File: src/rtl/uart_cmd_if.sv
// Byte-in / status-out bundle between the UART receiver side and the command decoder.
// Handshake: rx_done is a one-cycle valid strobe with no ready back-channel; the
// consumer must take rx_data and parity_error in the same cycle rx_done is high.
interface uart_cmd_if;
  logic [7:0] rx_data;
  logic       rx_done;
  logic       parity_error;
  logic [2:0] fire_code;
  logic       code_valid;
  logic       fire;
  logic       frame_err;
  logic [1:0] err_type;
  logic [7:0] err_count;

  modport master (
    output rx_data, rx_done, parity_error,
    input  fire_code, code_valid, fire, frame_err, err_type, err_count
  );

  modport slave (
    input  rx_data, rx_done, parity_error,
    output fire_code, code_valid, fire, frame_err, err_type, err_count
  );
endinterface

File: src/rtl/uart_cmd_decoder.sv
// Parses {SYNC, CMD, ~CMD} byte frames, holds the selected firing code, generates a
// fixed-width fire pulse, and strobes/counts framing errors.
module uart_cmd_decoder #(
  parameter logic [7:0] SYNC_BYTE         = 8'hA5,
  parameter int         TIMEOUT_CYCLES    = 4800,
  parameter int         FIRE_PULSE_CYCLES = 48
) (
  input  logic       clk,
  input  logic       reset,
  uart_cmd_if.slave  bus,
  output logic [1:0] state_o
);

  localparam logic [1:0] S_WAIT_SYNC = 2'd0;
  localparam logic [1:0] S_WAIT_CMD  = 2'd1;
  localparam logic [1:0] S_WAIT_CHK  = 2'd2;

  localparam logic [1:0] E_PARITY   = 2'd0;
  localparam logic [1:0] E_TIMEOUT  = 2'd1;
  localparam logic [1:0] E_CHECKSUM = 2'd2;
  localparam logic [1:0] E_BAD_CMD  = 2'd3;

  localparam int TW = (TIMEOUT_CYCLES > 1) ? $clog2(TIMEOUT_CYCLES) : 1;
  localparam int PW = (FIRE_PULSE_CYCLES > 1) ? $clog2(FIRE_PULSE_CYCLES) : 1;
  localparam logic [TW-1:0] TMO_LAST   = TW'(TIMEOUT_CYCLES - 1);
  localparam logic [PW-1:0] PULSE_LAST = PW'(FIRE_PULSE_CYCLES - 1);

  logic [1:0]    state_q, state_d;
  logic [7:0]    cmd_q, cmd_d;
  logic [TW-1:0] tmo_q, tmo_d;
  logic [PW-1:0] pulse_q;
  logic          fire_q;
  logic [2:0]    code_q;
  logic          code_valid_q;
  logic          ferr_q;
  logic [1:0]    etype_q, etype_d;
  logic [7:0]    ecount_q;
  logic          err_d;
  logic          set_ok;
  logic          fire_ok;

  // Frame FSM, inter-byte timeout and command validation; rx_done beats a
  // same-cycle timeout expiry because the timeout branch is only taken without it.
  always_comb begin
    state_d = state_q;
    cmd_d   = cmd_q;
    tmo_d   = tmo_q;
    etype_d = etype_q;
    err_d   = 1'b0;
    set_ok  = 1'b0;
    fire_ok = 1'b0;
    if (bus.rx_done) begin
      tmo_d = '0;
      if (bus.parity_error) begin
        err_d   = 1'b1;
        etype_d = E_PARITY;
        state_d = S_WAIT_SYNC;
      end else begin
        case (state_q)
          S_WAIT_SYNC: if (bus.rx_data == SYNC_BYTE) state_d = S_WAIT_CMD;
          S_WAIT_CMD: begin
            cmd_d   = bus.rx_data;
            state_d = S_WAIT_CHK;
          end
          S_WAIT_CHK: begin
            state_d = S_WAIT_SYNC;
            if (bus.rx_data != ~cmd_q) begin
              err_d   = 1'b1;
              etype_d = E_CHECKSUM;
            end else if (cmd_q[7:4] == 4'h1) begin
              if (!cmd_q[3] && (cmd_q[2:0] <= 3'd5)) begin
                set_ok = 1'b1;
              end else begin
                err_d   = 1'b1;
                etype_d = E_BAD_CMD;
              end
            end else if (cmd_q[7:4] == 4'h2) begin
              if ((cmd_q[3:0] == 4'h0) && code_valid_q && !fire_q) begin
                fire_ok = 1'b1;
              end else begin
                err_d   = 1'b1;
                etype_d = E_BAD_CMD;
              end
            end else begin
              err_d   = 1'b1;
              etype_d = E_BAD_CMD;
            end
          end
          default: state_d = S_WAIT_SYNC;
        endcase
      end
    end else if (state_q != S_WAIT_SYNC) begin
      if (tmo_q == TMO_LAST) begin
        err_d   = 1'b1;
        etype_d = E_TIMEOUT;
        state_d = S_WAIT_SYNC;
        tmo_d   = '0;
      end else begin
        tmo_d = tmo_q + 1'b1;
      end
    end
  end

  // Frame state, latched command and timeout counter.
  always_ff @(posedge clk or posedge reset) begin
    if (reset) begin
      state_q <= S_WAIT_SYNC;
      cmd_q   <= '0;
      tmo_q   <= '0;
    end else begin
      state_q <= state_d;
      cmd_q   <= cmd_d;
      tmo_q   <= tmo_d;
    end
  end

  // Firing code register and fixed-width fire pulse; a new code may land mid-pulse.
  always_ff @(posedge clk or posedge reset) begin
    if (reset) begin
      code_q       <= '0;
      code_valid_q <= 1'b0;
      fire_q       <= 1'b0;
      pulse_q      <= '0;
    end else begin
      if (set_ok) begin
        code_q       <= cmd_q[2:0];
        code_valid_q <= 1'b1;
      end
      if (fire_ok) begin
        fire_q  <= 1'b1;
        pulse_q <= PULSE_LAST;
      end else if (fire_q) begin
        if (pulse_q == '0) fire_q <= 1'b0;
        else               pulse_q <= pulse_q - 1'b1;
      end
    end
  end

  // Error strobe, sticky error type and saturating error counter.
  always_ff @(posedge clk or posedge reset) begin
    if (reset) begin
      ferr_q   <= 1'b0;
      etype_q  <= '0;
      ecount_q <= '0;
    end else begin
      ferr_q  <= err_d;
      etype_q <= etype_d;
      if (err_d && (ecount_q != 8'hFF)) ecount_q <= ecount_q + 8'd1;
    end
  end

  assign bus.fire_code  = code_q;
  assign bus.code_valid = code_valid_q;
  assign bus.fire       = fire_q;
  assign bus.frame_err  = ferr_q;
  assign bus.err_type   = etype_q;
  assign bus.err_count  = ecount_q;
  assign state_o        = state_q;

endmodule

File: src/flat_wrapper.sv
// flat-port wrapper written by rule: the top's interface ports become plain ports
module uart_cmd_decoder_flat 
#(
  parameter logic [7:0] SYNC_BYTE         = 8'hA5,
  parameter int         TIMEOUT_CYCLES    = 4800,
  parameter int         FIRE_PULSE_CYCLES = 48
)
  (clk, reset, state_o, bus_rx_data, bus_rx_done, bus_parity_error, bus_fire_code, bus_code_valid, bus_fire, bus_frame_err, bus_err_type, bus_err_count);
  uart_cmd_if bus_i ();
  input  logic clk;
  input  logic reset;
  output logic [1:0] state_o;
  input wire logic [$bits(bus_i.rx_data)-1:0] bus_rx_data;
  input wire logic [$bits(bus_i.rx_done)-1:0] bus_rx_done;
  input wire logic [$bits(bus_i.parity_error)-1:0] bus_parity_error;
  output wire logic [$bits(bus_i.fire_code)-1:0] bus_fire_code;
  output wire logic [$bits(bus_i.code_valid)-1:0] bus_code_valid;
  output wire logic [$bits(bus_i.fire)-1:0] bus_fire;
  output wire logic [$bits(bus_i.frame_err)-1:0] bus_frame_err;
  output wire logic [$bits(bus_i.err_type)-1:0] bus_err_type;
  output wire logic [$bits(bus_i.err_count)-1:0] bus_err_count;
  assign bus_i.rx_data = bus_rx_data;
  assign bus_i.rx_done = bus_rx_done;
  assign bus_i.parity_error = bus_parity_error;
  assign bus_fire_code = bus_i.fire_code;
  assign bus_code_valid = bus_i.code_valid;
  assign bus_fire = bus_i.fire;
  assign bus_frame_err = bus_i.frame_err;
  assign bus_err_type = bus_i.err_type;
  assign bus_err_count = bus_i.err_count;
  uart_cmd_decoder #(.SYNC_BYTE(SYNC_BYTE), .TIMEOUT_CYCLES(TIMEOUT_CYCLES), .FIRE_PULSE_CYCLES(FIRE_PULSE_CYCLES)) u_core (.clk(clk), .reset(reset), .bus(bus_i), .state_o(state_o));
endmodule
File: config.mk
export PLATFORM = sky130hd
export DESIGN_NAME = uart_cmd_decoder_flat
export DESIGN_NICKNAME = d
export VERILOG_FILES = /design/src/rtl/uart_cmd_if.sv /design/src/rtl/uart_cmd_decoder.sv /design/src/flat_wrapper.sv
export SDC_FILE = /design/constraint.sdc
export NUM_CORES = 1
export LEC_CHECK = 0
export CAP_MARGIN = 20
export CORE_MARGIN = 8
export CORE_UTILIZATION = 30
export CTS_BUF_LIST = sky130_fd_sc_hd__clkbuf_2
export DETAILED_ROUTE_END_ITERATION = 8
export GPL_TIMING_DRIVEN = 0
export PLACE_DENSITY = 0.45
export SKIP_LAST_GASP = 1
export SLEW_MARGIN = 10
export SYNTH_ARGS = -nofsm -noshare
export SYNTH_HDL_FRONTEND = slang
export SYNTH_SLANG_ARGS = --single-unit
File: constraint.sdc
create_clock -name clk -period 5.45 [get_ports clk]
set_input_delay 1.09 -clock clk [delete_from_list [all_inputs] [get_ports clk]]
set_output_delay 1.09 -clock clk [all_outputs]
set_load 0.005 [all_outputs]
==> results of run 1 <==
==> power breakdown <==
| part | switching [mW] | total [mW] | internal (mW) |
|---|---|---|---|
| clock network | 0.110 | 0.188 | 0.0782 |
| registers | 0.0356 | 0.398 | 0.363 |
| logic | 0.0532 | 0.141 | 0.0879 |
==> metal layers <==
metal | GRT usage [%] | routed length (um) | vias up
met5 | 0 | 0 | -
met4 | 3.72 | 71 | 0
met3 | 2.73 | 164 | 6
met2 | 14.9 | 2220 | 19
met1 | 12.5 | 2400 | 790
li1 | - | - | 840
==> worst max-delay path by stage <==
stage | from | endpoint | slack, ns | cells after the start
finish | bus_rx_data[5] | u_core.pulse_q[4]$_DFFE_PP0P_ | 2.63 | 7
global route | bus_rx_data[4] | u_core.pulse_q[4]$_DFFE_PP0P_ | 2.56 | 7
CTS | bus_rx_data[5] | u_core.pulse_q[4]$_DFFE_PP0P_ | 2.66 | 7
detailed placement | bus_rx_data[5] | u_core.pulse_q[4]$_DFFE_PP0P_ | 2.14 | 7
global placement | bus_rx_data[5] | u_core.bus.fire_code[0]$_DFFE_PP0P_ | 2.18 | 6
floorplan | bus_rx_done | u_core.bus.err_count[6]$_DFFE_PP0P_ | 2.88 | 7
==> placed cells by master (no fill, tap or decap), drive strengths merged, types with 8 or more instances in the layout <==
cell type / instances
xor2: 10
inv: 8
nand3: 8
mux2: 16
nor3: 10
dfrtp: 45
nand2: 24
clkbuf: 8
clkdlybuf4s50: 28
xnor2: 18
nor2: 22
==> per-stage QoR <==
step | area, um^2 | utilization [%] | power, mW | hold WS [ns]
6_report | 2800 | 36.8 | 0.727 | 0.533
3_5_place_dp | 2740 | 36.0 | 0.549 | 0.499
3_3_place_gp | 2720 | 35.7 | 0.548 | 0.492
5_1_grt | 2800 | 36.8 | 0.772 | 0.563
2_1_floorplan | 2310 | - | 0.464 | 0.480
4_1_cts | 2800 | 36.8 | 0.744 | 0.537
==> logic make-up after synthesis <==
| family | Yosys count |
|---|---|
| compound gates | 17 |
| flops | 45 |
| fa+ha+maj | 4 |
| mux | 16 |
| xor+xnor | 28 |
| buf+inv | 13 |
| simple gates | 100 |
==> state kept, by name, indices dropped and copies added, names as in the netlist <==
signal,cells
u_core.bus.code_valid,1
u_core.bus.err_count,8
u_core.bus.err_type,2
u_core.bus.fire,1
u_core.bus.fire_code,3
u_core.bus.frame_err,1
u_core.cmd_q,8
u_core.pulse_q,6
u_core.state_o,2
u_core.tmo_q,13
==> final cells by class <==
class / instances / area share (%)
Multi-Input combinational cell: 165 / 40.3
Sequential cell: 45 / 40.2
Timing Repair Buffer: 29 / 10.7
Tap cell: 102 / 4.56
Clock inverter: 2 / 1.21
Clock buffer: 6 / 1.07
Inverter: 8 / 1.07
Buffer: 5 / 0.804
==> flow_summary.toml, run 1 <==
[placed_design]
place.gp.congestion = 0.715
dp_cells = 354
portBuffers = 28
dpl_worst_slack_ns = 2.14
dp_hpwl_um = 3630

[sta]
rsz0062_at_grt = "no"
slew_violations = 0
finalCritPeriodShare_pct = 51.7
tns_ns = 0
finalSetupViolCount = 0
timing.fmax_mhz = 355
min_period_ns = 2.82
tightest_slew_ns = 0.818
slew_headroom_pct = 44.8
hold_viol = 0
clock-skew-final_ns = 0.0218
fin_ws_ns = 2.63

[cells_and_area]
drive_above_1_share_pct = 13.1
area_growth_pct = 21.3
finalNonFillerCells = 362
multi_input_area_um2 = 1130
ff_latch_area_um2 = 1130
n_antenna_cell = 0
n_fill_cell = 791
finalNetCount = 275

[cts]
cts-root-buf = "clkbuf_2"
ctsHtreeMaxLevel = 2
cts_buffers = 5
cts_tree = "yes"
clk_pin_slew_ns = 0.24
clk_latency_ns = 0.42
hold_buffers = 0
clock-sinks = 45
cts_setup_buffers = 0
cts_resized = 0
clk_path_buf_depth = 2

[critical_path]
crit_path_cell_trace = "clkdlybuf4s50_1 > xnor2_1 > nor4_1 > nand2_1 > or4_1 > buf_2 > and2_1"
crit_buf_inv = 2
worstSetupEndpointType = "register"
critical_path_class = "in2reg"
crit_family = "simple AND/OR/NAND/NOR gates"
worst-path-max-fanout = 7
slowest_stage = "or4_1"
critPathRequiredTime_ns = 5.80
rr_worst_depth = 6
reg2reg_to = "u_core.pulse_q[4]$_DFFE_PP0P_"
crit_arrival_ns = 3.17
cp-start-kind = "primary input"
reg2reg_setup_slack_ns = 3.32
r2r-start = "u_core.cmd_q[5]$_DFFE_PP0P_"
crit_path_max_incr_delay_ns = 0.57

[synthesis]
yosys_warnings = 0
synth_top_area_cell = "dfrtp_1"
syn_area_per_cell_um2 = 10.4
synth_top_area_share_pct = 48.8
synthTopCellsByCount = "dfrtp_1, nand2_1, nor2_1, xnor2_1, mux2_2"
synth_compound_area_share_pct = 5.09
synthTopCellsByArea = "dfrtp_1, mux2_2, xnor2_1"
synth_fp_nets = 239
ys_ff_latch = 45
synthXorXnorAreaFrac_pct = 10.6
syn-instance-count = 223
synthSimpleGateAreaFrac_pct = 23.3
ys.flop_type = "dfrtp_1"
synth-async-reset-ratio_pct = 100
synth_cell_types = 39
synth-edff-count = 0
synthAdderAreaFrac_pct = 2.17
synth_top_family_by_area = "simple AND/OR/NAND/NOR gates"
netlist_area_um2 = 2310
ys_seq_area_share_pct = 48.8
synthMuxAreaShare_pct = 7.80
yosysMostFrequentCell = "dfrtp_1"

[route]
viasPerCell = 4.57
ant_nets = 0
dr.pass1.iters = 4
drt_iter0_drc = 57
num_vias = 1655
routed_wl_um = 4860
post_drt_wl_per_cell_um = 13.4
drc = 0

[die]
io_pins = 30
die_area_um2 = 10800
design.core.area_um2 = 7610
start_util_pct = 30.3
row_count = 32
dieWidth_um = 104
fp.dieH_um = 104

[pwr]
ir_drop_v = 0.0000846
p_per_area_nw_per_um2 = 260
power_leakage_nw = 1.18

[grt]
overflow = 0
grt_pass1_vias = 1788
antenna_found_initial = 0
grt_pass1_wl_um = 8740
grt_max_degree = 36
grt_use_total_pct = 9.69

[status]
run_status = "finished, final reports clean"

[run]
drv_cap = 0

[worst_hold_path]
min_to = "u_core.bus.err_type[1]$_DFFE_PP0P_"
hold_depth = 1
worstHoldStart = "u_core.bus.err_type[1]$_DFFE_PP0P_"
min_path_type = "reg2reg"
Power figures use the tool's default switching activity.
==> run 2: changes to the inputs <==
--- a/config.mk
+++ b/config.mk
@@ -11,7 +11,7 @@
 export CTS_BUF_LIST = sky130_fd_sc_hd__clkbuf_2
 export DETAILED_ROUTE_END_ITERATION = 8
 export GPL_TIMING_DRIVEN = 0
-export PLACE_DENSITY = 0.45
+export PLACE_DENSITY = 0.46
 export SKIP_LAST_GASP = 1
 export SLEW_MARGIN = 10
 export SYNTH_ARGS = -nofsm -noshare
==> constraint.sdc (replaced) <==
create_clock -name clk -period 2.4 [get_ports clk]
set_input_delay 0.48 -clock clk [delete_from_list [all_inputs] [get_ports clk]]
set_output_delay 0.48 -clock clk [all_outputs]
set_load 0.005 [all_outputs]
==> run 2 against run 1 <==
  * Final area stayed put
  * Critical path depth is 1 lower
  * Sequential share of layout area stayed put
  * Die area stayed put
  * Core utilization stayed put
  * Hold slack worse by 0.26 ns
  * Flip-flop and latch count stayed put
  * Critical endpoint is now u_core.bus.fire_code[0]$_DFFE_PP0P_
  * Largest cell class unchanged
  * Largest power group unchanged
==> flow_summary.toml, run 2 (synthesis results as in run 1) <==
[grt]
antenna_found_initial = 0
grt_pass1_vias = 1716
grt-busiest-layer = "met2"
gr-usage-met1_pct = 12.3
grt_max_degree = 36
use_met3_pct = 2.54
grt_use_met2_pct = 14.7
grt_use_total_pct = 9.45
grt_pass1_wl_um = 8540
overflow = 0

[die]
fp.dieH_um = 104
io_pins = 30
start_util_pct = 30.3
dieWidth_um = 104
row_count = 32
design.core.area_um2 = 7610
die_area_um2 = 10800

[sta]
min_period_ns = 2.19
clock-skew-final_ns = 0.0155
tightest_slew_ns = 0.613
timing.fmax_mhz = 458
finalCritPeriodShare_pct = 91.0
tns_ns = 0
fin_ws_ns = 0.215
hold_viol = 0
rsz0062_at_grt = "no"
slew_headroom_pct = 58.6
slew_violations = 0
finalSetupViolCount = 0

[cts]
cts_buffers = 5
clk_latency_ns = 0.41
clk_path_buf_depth = 2
clock-sinks = 45
cts-root-buf = "clkbuf_2"
clk_pin_slew_ns = 0.23
cts_setup_buffers = 0
cts_resized = 0
hold_buffers = 0
ctsHtreeMaxLevel = 2
cts_tree = "yes"

[cells_and_area]
n_antenna_cell = 0
mostFrequentLayoutCells = "dfrtp_1, clkdlybuf4s50_1, nand2_1"
finalNonFillerCells = 362
area_growth_pct = 21.3
drive_above_1_share_pct = 13.1
largest_reg_flops = 13
largest_register = "u_core.tmo_q"
finalNetCount = 275
final_common_cell = "dfrtp_1"

[route]
drc = 0
post_drt_wl_per_cell_um = 13.2
routed_wl_um = 4780
drt_iter0_drc = 32
dr.pass1.iters = 4
ant_nets = 0
viasPerCell = 4.57
num_vias = 1654

[critical_path]
critical_path_class = "in2reg"
worstSetupEndpointType = "register"
reg2reg_to = "u_core.bus.fire_code[0]$_DFFE_PP0P_"
critPathRequiredTime_ns = 2.72
worst-path-max-fanout = 4
crit_arrival_ns = 2.51
reg2reg_setup_slack_ns = 0.29
cp-start-kind = "primary input"
rr_worst_depth = 5
r2r-start = "u_core.cmd_q[5]$_DFFE_PP0P_"

[pwr]
ir_drop_v = 0.000194
power_leakage_nw = 1.18
power_mw = 1.65
p_per_area_nw_per_um2 = 590

[status]
run_status = "finished, final reports clean"

[run]
drv_cap = 0

[worst_hold_path]
min_path_type = "in2async"

[placed_design]
dpl_worst_slack_ns = -0.228
place.gp.congestion = 0.706
dp_hpwl_um = 3590
portBuffers = 28
dp_cells = 354
## run 2: cell counts in the layout (fill, tap and decap cells not counted)
No cell type changed its count.
## run 2: worst max-delay path, stage by stage
cell	delay [ns]
clkdlybuf4s50_1	0.47
xnor2_1	0.15
nor4_1	0.36
nand2_1	0.15
nor4_2	0.50
mux2_2	0.39
## run 2: layer usage
layer,up-vias,part of all wire [%],routed length [um]
met1,774,48,2320
met5,-,0,0
met4,0,1.4,69
met2,26,46,2190
li1,848,-,-
met3,6,4.3,206
## run 2: area by class of cell
| class | count | area (um^2) |
|---|---|---|
| fill | 775 | 4810 |
| multi-input combinational | 165 | 1130 |
| sequential | 45 | 1130 |
| timing repair buffer | 29 | 300 |
| tap | 102 | 128 |
| clock inverter | 2 | 33.8 |
| clock buffer | 6 | 30.0 |
| inverter | 8 | 30.0 |
| buffer | 5 | 22.5 |
## run 2: where the power goes
part	switching [mW]	total [mW]	internal [mW]	leakage (nW)
Combinational	0.120	0.320	0.199	0.567
Clock	0.250	0.428	0.178	0.0406
Sequential	0.0802	0.904	0.824	0.577
Total	0.450	1.65	1.20	1.18
## run 2: worst max path at each step
| stage | startpoint | end | slack [ns] | cells past startpoint |
|---|---|---|---|---|
| 2_1_floorplan | bus_rx_done | u_core.bus.err_count[6]$_DFFE_PP0P_ | 0.44 | 7 |
| 3_3_place_gp | bus_rx_data[5] | u_core.bus.fire_code[0]$_DFFE_PP0P_ | -0.30 | 6 |
| 3_5_place_dp | bus_rx_data[5] | u_core.bus.fire_code[0]$_DFFE_PP0P_ | -0.23 | 6 |
| 4_1_cts | bus_rx_data[5] | u_core.bus.fire_code[0]$_DFFE_PP0P_ | 0.23 | 6 |
| 5_1_grt | u_core.tmo_q[10]$_DFFE_PP0P_ | u_core.tmo_q[11]$_DFFE_PP0P_ | 0.09 | 5 |
| 6_report | bus_rx_data[5] | u_core.bus.fire_code[0]$_DFFE_PP0P_ | 0.21 | 6 |
## run 2: metrics by stage
stage	util, %	instance area, um^2	hold WS [ns]
4_1_cts	36.8	2800	0.239
6_report	36.8	2800	0.277
3_3_place_gp	35.7	2720	0.490
5_1_grt	36.8	2800	0.238
3_5_place_dp	36.0	2740	0.498
2_1_floorplan	-	2310	0.480
==> run 3: changes to the inputs <==
--- a/config.mk
+++ b/config.mk
@@ -5,6 +5,7 @@
 export SDC_FILE = /design/constraint.sdc
 export NUM_CORES = 1
 export LEC_CHECK = 0
+export ABC_AREA = 0
 export CAP_MARGIN = 20
 export CORE_MARGIN = 8
 export CORE_UTILIZATION = 30
==> results of run 3 <==
Final layout, timing and power as in run 2 (identical DEF).
